==> config.mk <==
export PLATFORM = sky130hd
export DESIGN_NAME = serial_divider_wb
export DESIGN_NICKNAME = d
export VERILOG_FILES = /design/src/rtl/serial_divider_pkg.sv /design/src/rtl/serial_divider_core.sv /design/src/rtl/serial_divider_wb.sv
export SDC_FILE = /design/constraint.sdc
export NUM_CORES = 1
export LEC_CHECK = 0
export ABC_AREA = 1
export BUFFER_PORTS_ARGS = -buffer_cell sky130_fd_sc_hd__buf_2
export CAP_MARGIN = 10
export CORE_MARGIN = 5
export CORE_UTILIZATION = 62
export CTS_CLUSTER_DIAMETER = 150
export CTS_CLUSTER_SIZE = 28
export DETAILED_ROUTE_END_ITERATION = 12
export PLACE_DENSITY = 0.86
export SLEW_MARGIN = 40
export SYNTH_ARGS = -nofsm -noshare
export SYNTH_HDL_FRONTEND = slang
export SYNTH_SLANG_ARGS = --single-unit
export TNS_END_PERCENT = 5
==> constraint.sdc <==
create_clock -name clk_i -period 3.1 [get_ports clk_i]
set_input_delay 0.465 -clock clk_i [delete_from_list [all_inputs] [get_ports clk_i]]
set_output_delay 0.465 -clock clk_i [all_outputs]
set_load 0.01 [all_outputs]
==> src/rtl/serial_divider_pkg.sv <==
// Shared register map, bit indices and FSM encoding for the serial divider.
// cfg_ok() is the single place where legal XLEN/UNROLL combinations are defined.
package serial_divider_pkg;

    localparam logic [2:0] ADR_DIVIDEND  = 3'd0;
    localparam logic [2:0] ADR_DIVISOR   = 3'd1;
    localparam logic [2:0] ADR_CTRL      = 3'd2;
    localparam logic [2:0] ADR_STATUS    = 3'd3;
    localparam logic [2:0] ADR_QUOTIENT  = 3'd4;
    localparam logic [2:0] ADR_REMAINDER = 3'd5;

    localparam int CTRL_START  = 0;
    localparam int CTRL_SIGNED = 1;
    localparam int CTRL_IEN    = 2;

    localparam int STAT_BUSY = 0;
    localparam int STAT_DONE = 1;
    localparam int STAT_DZ   = 2;

    typedef enum logic [1:0] {
        ST_IDLE,
        ST_PREP,
        ST_CALC,
        ST_FIX
    } state_e;

    function automatic bit cfg_ok(int xlen, int unroll);
        return (unroll == 1 || unroll == 2 || unroll == 4) && (xlen % unroll == 0);
    endfunction

endpackage

==> src/rtl/serial_divider_core.sv <==
// Restoring divider datapath: operand latch, sign handling, UNROLL-step
// subtract chain per cycle, and the IDLE/PREP/CALC/FIX sequencer.
module serial_divider_core
    import serial_divider_pkg::*;
#(
    parameter int XLEN   = 32,
    parameter int UNROLL = 1
) (
    input  logic            clk_i,
    input  logic            reset_ni,
    input  logic            start_i,
    input  logic            signed_i,
    input  logic [XLEN-1:0] dividend_i,
    input  logic [XLEN-1:0] divisor_i,
    output logic            busy_o,
    output logic            prep_o,
    output logic            fix_o,
    output logic            dz_pend_o,
    output logic [XLEN-1:0] quotient_o,
    output logic [XLEN-1:0] remainder_o
);

    localparam int ITERS = XLEN / UNROLL;
    localparam int CW    = $clog2(ITERS + 1);

    if (!cfg_ok(XLEN, UNROLL)) begin : g_bad_cfg
        $error("serial_divider_core: XLEN must be a multiple of UNROLL, UNROLL in {1,2,4}");
    end

    state_e          state, state_nx;
    logic [XLEN-1:0] a_q, b_q, div_q, quo_q, rem_q;
    logic            sgn_q, qneg_q, rneg_q, dz_q;
    logic [CW-1:0]   cnt_q;
    logic            a_neg, b_neg;
    logic [XLEN-1:0] a_abs, b_abs;

    assign a_neg = sgn_q & a_q[XLEN-1];
    assign b_neg = sgn_q & b_q[XLEN-1];
    assign a_abs = a_neg ? -a_q : a_q;
    assign b_abs = b_neg ? -b_q : b_q;

    // Each step shifts one dividend bit into the partial remainder and keeps
    // the difference only when it did not borrow.
    logic [UNROLL:0][XLEN-1:0] r_ch, q_ch;
    assign r_ch[0] = rem_q;
    assign q_ch[0] = quo_q;

    for (genvar i = 0; i < UNROLL; i++) begin : g_step
        logic [XLEN:0] t, d;
        assign t         = {r_ch[i], q_ch[i][XLEN-1]};
        assign d         = t - {1'b0, div_q};
        assign r_ch[i+1] = d[XLEN] ? t[XLEN-1:0] : d[XLEN-1:0];
        assign q_ch[i+1] = {q_ch[i][XLEN-2:0], ~d[XLEN]};
    end

    always_comb begin
        state_nx = state;
        case (state)
            ST_IDLE: if (start_i) state_nx = ST_PREP;
            ST_PREP: state_nx = (b_q == '0) ? ST_FIX : ST_CALC;
            ST_CALC: if (cnt_q == CW'(1)) state_nx = ST_FIX;
            ST_FIX:  state_nx = ST_IDLE;
            default: state_nx = ST_IDLE;
        endcase
    end

    always_ff @(posedge clk_i or negedge reset_ni) begin
        if (!reset_ni) begin
            state       <= ST_IDLE;
            a_q         <= '0;
            b_q         <= '0;
            sgn_q       <= 1'b0;
            div_q       <= '0;
            quo_q       <= '0;
            rem_q       <= '0;
            qneg_q      <= 1'b0;
            rneg_q      <= 1'b0;
            dz_q        <= 1'b0;
            cnt_q       <= '0;
            quotient_o  <= '0;
            remainder_o <= '0;
        end else begin
            state <= state_nx;
            case (state)
                ST_IDLE: if (start_i) begin
                    a_q   <= dividend_i;
                    b_q   <= divisor_i;
                    sgn_q <= signed_i;
                end
                ST_PREP: begin
                    div_q  <= b_abs;
                    quo_q  <= a_abs;
                    rem_q  <= '0;
                    qneg_q <= a_neg ^ b_neg;
                    rneg_q <= a_neg;
                    dz_q   <= (b_q == '0);
                    cnt_q  <= CW'(ITERS);
                end
                ST_CALC: begin
                    rem_q <= r_ch[UNROLL];
                    quo_q <= q_ch[UNROLL];
                    cnt_q <= cnt_q - CW'(1);
                end
                ST_FIX: begin
                    // Divide by zero bypasses sign correction entirely.
                    if (dz_q) begin
                        quotient_o  <= '1;
                        remainder_o <= a_q;
                    end else begin
                        quotient_o  <= qneg_q ? -quo_q : quo_q;
                        remainder_o <= rneg_q ? -rem_q : rem_q;
                    end
                end
                default: ;
            endcase
        end
    end

    assign busy_o    = (state != ST_IDLE);
    assign prep_o    = (state == ST_PREP);
    assign fix_o     = (state == ST_FIX);
    assign dz_pend_o = dz_q;

endmodule

==> src/rtl/serial_divider_wb.sv <==
// Wishbone register file and interrupt around serial_divider_core.
// Writes commit in the ack cycle, so a start launches PREP the cycle after ack.
module serial_divider_wb
    import serial_divider_pkg::*;
#(
    parameter int XLEN   = 32,
    parameter int UNROLL = 1,
    parameter int WBW    = 32
) (
    input  logic             clk_i,
    input  logic             reset_ni,
    input  logic             wbs_stb_i,
    input  logic             wbs_cyc_i,
    input  logic             wbs_we_i,
    input  logic [WBW/8-1:0] wbs_sel_i,
    input  logic [WBW-1:0]   wbs_adr_i,
    input  logic [WBW-1:0]   wbs_dat_i,
    output logic             wbs_ack_o,
    output logic [WBW-1:0]   wbs_dat_o,
    output logic             busy_o,
    output logic             start_o,
    output logic             fini_o,
    output logic             irq_o
);

    if (WBW < XLEN) begin : g_bad_wbw
        $error("serial_divider_wb: WBW must be >= XLEN");
    end

    logic [XLEN-1:0] dividend_q, divisor_q, be_mask, quotient, remainder;
    logic            signed_q, ien_q, done_q, dz_q, fini_q, ack_q;
    logic [WBW-1:0]  dat_q, rdata;
    logic            core_busy, core_prep, core_fix, core_dz;
    logic [2:0]      idx;
    logic            req, wr, ctrl_hit, stat_hit, start_acc;
    logic            unused_bits;

    assign unused_bits = ^{wbs_adr_i, wbs_dat_i, wbs_sel_i};

    assign idx       = wbs_adr_i[4:2];
    assign req       = wbs_stb_i & wbs_cyc_i;
    assign wr        = req & wbs_we_i & ack_q;
    assign ctrl_hit  = (idx == ADR_CTRL) & wbs_sel_i[0];
    assign stat_hit  = (idx == ADR_STATUS) & wbs_sel_i[0];
    assign start_acc = wr & ctrl_hit & wbs_dat_i[CTRL_START] & ~core_busy;

    always_comb begin
        be_mask = '0;
        for (int i = 0; i < XLEN; i++) be_mask[i] = wbs_sel_i[i/8];
    end

    always_comb begin
        rdata = '0;
        case (idx)
            ADR_DIVIDEND:  rdata[XLEN-1:0] = dividend_q;
            ADR_DIVISOR:   rdata[XLEN-1:0] = divisor_q;
            ADR_CTRL: if (wbs_sel_i[0]) begin
                rdata[CTRL_SIGNED] = signed_q;
                rdata[CTRL_IEN]    = ien_q;
            end
            ADR_STATUS: if (wbs_sel_i[0]) begin
                rdata[STAT_BUSY] = core_busy;
                rdata[STAT_DONE] = done_q;
                rdata[STAT_DZ]   = dz_q;
            end
            ADR_QUOTIENT:  rdata[XLEN-1:0] = quotient;
            ADR_REMAINDER: rdata[XLEN-1:0] = remainder;
            default: ;
        endcase
    end

    always_ff @(posedge clk_i or negedge reset_ni) begin
        if (!reset_ni) begin
            ack_q      <= 1'b0;
            dat_q      <= '0;
            dividend_q <= '0;
            divisor_q  <= '0;
            signed_q   <= 1'b0;
            ien_q      <= 1'b0;
            done_q     <= 1'b0;
            dz_q       <= 1'b0;
            fini_q     <= 1'b0;
        end else begin
            ack_q  <= req & ~ack_q;
            dat_q  <= (req & ~ack_q & ~wbs_we_i) ? rdata : '0;
            fini_q <= core_fix;
            if (wr && idx == ADR_DIVIDEND)
                dividend_q <= (dividend_q & ~be_mask) | (wbs_dat_i[XLEN-1:0] & be_mask);
            if (wr && idx == ADR_DIVISOR)
                divisor_q <= (divisor_q & ~be_mask) | (wbs_dat_i[XLEN-1:0] & be_mask);
            if (wr & ctrl_hit) begin
                signed_q <= wbs_dat_i[CTRL_SIGNED];
                ien_q    <= wbs_dat_i[CTRL_IEN];
            end
            // A completion in the same cycle as a clear write keeps the flag set.
            if (core_fix)
                done_q <= 1'b1;
            else if (start_acc || (wr & stat_hit & wbs_dat_i[STAT_DONE]))
                done_q <= 1'b0;
            if (core_fix & core_dz)
                dz_q <= 1'b1;
            else if (start_acc || (wr & stat_hit & wbs_dat_i[STAT_DZ]))
                dz_q <= 1'b0;
        end
    end

    serial_divider_core #(
        .XLEN   (XLEN),
        .UNROLL (UNROLL)
    ) u_core (
        .clk_i       (clk_i),
        .reset_ni    (reset_ni),
        .start_i     (start_acc),
        .signed_i    (wbs_dat_i[CTRL_SIGNED]),
        .dividend_i  (dividend_q),
        .divisor_i   (divisor_q),
        .busy_o      (core_busy),
        .prep_o      (core_prep),
        .fix_o       (core_fix),
        .dz_pend_o   (core_dz),
        .quotient_o  (quotient),
        .remainder_o (remainder)
    );

    assign wbs_ack_o = ack_q;
    assign wbs_dat_o = dat_q;
    assign busy_o    = core_busy;
    assign start_o   = core_prep;
    assign fini_o    = fini_q;
    assign irq_o     = done_q & ien_q;

endmodule

* After elaboration in Yosys (flattened, before gate mapping) *
Index checks and enable logic that the tools add are counted.

word-level totals
  register bits = 338
  input bits = 73
  output and inout port bits = 37
  logic and storage cells = 104

cells by class
  add/sub/neg operators = 6
  eq/ne operators = 11
  multiplexer cells = 24
  bitwise logic cells = 28
  reduce and logical (&&, ||, !) cells = 13

operators with widths
  cell                   count
  $mux W32               8
  $neg A32 Y32           4
  $pmux W32 S2           2
  $pmux W29 S4           1
  $and A32 B32 Y32       3
  $or A32 B32 Y32        2
  $sub A33 B32 Y33       1
  $logic_not A32 Y1      1
  $not A32 Y32           1
  $and A1 B1 Y1          17
  $pmux W2 S6            1
  $pmux W6 S2            1
  $pmux W2 S4            1
  $reduce_bool A2 Y1     4
  $eq A3 B2 Y1 const B   2
  $eq A3 B3 Y1 const B   2
  $eq A6 B1 Y1 const B   1
  $mux W2                3
  $sub A6 B1 Y6 const B  1
  $mux W1                5
  $pmux W1 S5            1
  $eq A2 B2 Y1 const B   2
  $not A1 Y1             4
  $reduce_and A2 Y1      2
  other kinds (10)       12

* Logic depth before layout (Yosys ltp) *
  word-level depth = 9
  gate-level depth with buffers = 19
  gate-level depth less buffers = 17

* Cells and area by module *
Synthesis repeated with hierarchy kept, for this count alone.

second synthesis, totals
  cell total of the unflattened synthesis = 2,892
  area total of the unflattened synthesis = 20,572.2 um^2

by module, submodules not included
  module               times used  cells an instance  area each (um^2)  seq. area each (um^2)
  serial_divider_core  1           2,283              15,758.9          5,905.7
  serial_divider_wb    1           609                4,813.4           2,552.4

* Least setup slack after synthesis *
OpenSTA, ideal clock, no wires.

  path kind = register -> register
  start point = register u_core.quo_q[31]
  end point = register u_core.rem_q[6]
  library setup time = 0.117 ns
  data arrival time = 2.115 ns
  required time = 2.983 ns
  path slack = 0.867 ns
  stages on the path, launching flop included = 20
  path buffers = 2
  clock period less this slack = 2.233 ns
  path through = dfrtp_1 > inv_1 > ha_1 > fa_1 > inv_1 > nand2_1 > nand2_1 > nand3_1 > nand2_2 > nand2_1 > nand2_2 > nand2_2 > nand2_2 > nand2_2 > nand2_2 > buf_6 > buf_6 > nand2_1 > nand3_1 > nand2_1

between the ends
  word-level cells in the longest chain between the ends = 3

RTL lines
  element                 line                        RTL
  from (decl)             serial_divider_core.sv:31   logic [XLEN-1:0] a_q, b_q, div_q, quo_q, rem_q;
  from (signal assigned)  serial_divider_core.sv:92   quo_q <= a_abs;
  from (signal assigned)  serial_divider_core.sv:101  quo_q <= q_ch[UNROLL];
  $sub A33 B32 Y33        serial_divider_core.sv:51   assign d = t - {1'b0, div_q};
  $mux W32                serial_divider_core.sv:52   assign r_ch[i+1] = d[XLEN] ? t[XLEN-1:0] : d[XLEN-1:0];
  $pmux W32 S2            serial_divider_core.sv:84   case (state)
  to (signal assigned)    serial_divider_core.sv:100  rem_q <= r_ch[UNROLL];
  to (decl)               serial_divider_core.sv:31

No other way between the ends.
A chain may end at the register's enable or synchronous reset.

* Worst setup path in the final report *
  start point = register u_core.quo_q[31]
  end point = register u_core.rem_q[19]

The elaborated chain is that of the path after synthesis.

==> metrics.txt <==
1st-iter DRT viols=2537; Via density=6.10; initial core utilization=0.630; Synth area leaders=dfrtp_1 (42%), nand2_1 (14%), inv_1 (7.8%); CTS Root Cell=clkbuf_16; Congestion Overflow GR=0; Yosys reg bits=338; Chip Height=190 microns; Core Rows=65; Unique masters post-synth=49; syn avg cell area=7.24 sq um; first-pass GRT wire length=104 mm; Routed Antenna Nets=0; async set or reset register ratio after synthesis=1.00; clock sinks=338; initial antenna violation count=2; DR DRC count=0; Pint=8.06 mW; Slew @ Worst Pin=0.909 ns; Final Hold Vio Count=0; Logic pwr share=0.415; Sw Pwr=6.13 mW; layout cells sized above 1=0.0654; clock skew=0.0291 ns; Synth Net Count=2877; Worst VDD drop=0.566 mV; WL/cell=20.7 microns; cts bufs inserted=16; Post-Synthesis Cell Area=0.0200 sq mm; Static Leak=11.0 nW; Relative slew margins=0.388; Max Freq=347 MHz; total power=14.2 mW; GPL Wtd Cong=1.04; filler instances=2730; crit start category=register; part of the cycle the worst path needs=0.929; CTS tree=yes; Yosys top cell area share=0.423; setup ws final=0.220 ns; post-cts repair resize count=0; CP endpoint kind=register; Die X=190 microns; CP required=3.57 ns; Area growth syn-to-layout=6.70%; H-tree levels=1; dpl ws=0.301 ns; setup total negative slack=0 ns; clk slew on worst S/H paths=0.12 ns; IO Pins=110; CTS max path bufs=3; Max Cap Viol=0; floorplan core area=0.0317 sq mm; Setup-failing EPs final=0; Max Transition Viols Final=0; status=completed; Setup Buffers After CTS=0; NumNets Final=2915; hold_buf cts=1; dpl hpwl=50.8 mm; pwr/cell area=665 mW/mm^2; Sw Ratio=0.432; Seq pwr share=0.407; clock power share=0.178; vias in the first global route=18600; crit path time final=2.88 ns; Crit Path Category=reg2reg; EDFF count, synth=0; Post-Syn Instances=2761; gr usage total=0.367; Main synth FF type=dfrtp_1; Seq/Total Area, Yosys=0.423; RSZ-0062 raised after global routing=false; IO Port Bufs=80; Hold Path Class=in2reg; post-synth top area cell=dfrtp_1; Arr. time, crit path=3.35 ns; DIE AREA=0.0359 sq mm; critical path peak fanout=29; TritonRoute pass-1 iters=6; Vias=19600; Routed WL=66.4 mm; Skew-Pair Late Insertion Delay=0.54 ns; largest net degree at the start of global routing=80; Syn. warnings=0
cells in the final DEF, fill, tap and decap left out, types with 20 or more instances in the layout:
cell	count
buf_4	39
a21oi_1	58
nor3_1	20
ha_1	41
buf_2	79
o22ai_1	49
a221oi_1	30
xor2_1	50
nand2_1	746
o21bai_1	26
inv_1	414
o221ai_1	31
nand3_1	253
o21ai_0	226
nor2_1	211
nand4_1	35
dfrtp_1	338
routing by layer:
layer	vias to the layer above	GRT usage	part of all wire
met3	152	0.115	0.12
met2	1073	0.548	0.43
met5	-	0	0
li1	8998	-	-
met1	9331	0.516	0.41
met4	0	0.116	0.039
cells in the mapped netlist (7+ instances only):
library cell,n
nand2_1,747
inv_1,415
dfrtp_1,338
nand3_1,253
o21ai_0,227
nor2_1,211
clkbuf_1,76
a21oi_1,58
xor2_1,50
o22ai_1,49
ha_1,42
nand4_1,35
o221ai_1,31
a221oi_1,30
o21bai_1,26
nor3_1,20
buf_2,17
xnor2_1,14
a31oi_1,12
nand2_2,12
nand3b_1,10
nor2_2,10
o211ai_1,9
or2_2,9
buf_6,7
power by group through the flow:
stage | clock network [mW] | registers [mW] | logic, mW
4_1_cts | 2.53 | 5.73 | 5.72
3_3_place_gp | 0 | 5.78 | 5.51
5_1_grt | 2.70 | 5.83 | 6.46
2_1_floorplan | 0 | 5.63 | 3.97
3_5_place_dp | 0 | 5.81 | 5.69
6_report | 2.53 | 5.77 | 5.89
critical path, cell delays in order, from the launching register on:
cell and delay (ns):
dfrtp_1 0.38, inv_1 0.10, ha_1 0.24, fa_1 0.41, inv_1 0.11, nand2_1 0.06, nand2_1 0.07, nand3_1 0.08
nand2_2 0.12, nand2_1 0.07, nand2_2 0.09, nand2_2 0.08, nand3_2 0.23, nand2_2 0.40, nand2_1 0.20, nand3_1 0.10
nand2_1 0.08
final timing paths:
check	from	to	slack (ns)	depth (start not counted)
min reg2reg	wbs_ack_o	wbs_ack_o	0.49	1
max in group asynchronous	reset_ni	u_core.b_q[8]	1.63	3
max reg2reg	u_core.quo_q[31]	u_core.rem_q[19]	0.22	16
min in group asynchronous	reset_ni	u_core.div_q[26]	0.48	2
max	u_core.quo_q[31]	u_core.rem_q[19]	0.22	16
min	wbs_cyc_i	wbs_ack_o	0.17	3
cell families (layout without fill, tap and decap cells):
group	Yosys count	in the layout	share of synthesized area
simple gates	1324	1324	0.279
xor+xnor	64	64	0.0281
buf+inv	525	564	0.102
fa+ha+maj	43	43	0.0273
compound gates	467	467	0.140
other cells	0	1	0
flops	338	338	0.423
layout make-up:
type,instances,area (sq um),area share
well taps,402,503,0.0236
diodes,1,2.50,0.000117
multi-input cells,1898,9490,0.445
clock inverters,3,76.3,0.00358
clock buffers,16,400,0.0188
inverters,420,1580,0.0739
flip-flops and latches,338,8460,0.397
repair buffers,125,813,0.0381
through the flow:
step,area [sq um],std cells,utilization,hold slack (ns)
2_1_floorplan,20000,2761,-,0.169
3_3_place_gp,20800,3182,0.657,0.467
3_5_place_dp,20800,3182,0.657,0.478
4_1_cts,21300,3202,0.672,0.163
5_1_grt,21300,3202,0.672,0.183
6_report,21300,3203,0.672,0.175
Power figures use the tool's default switching activity.
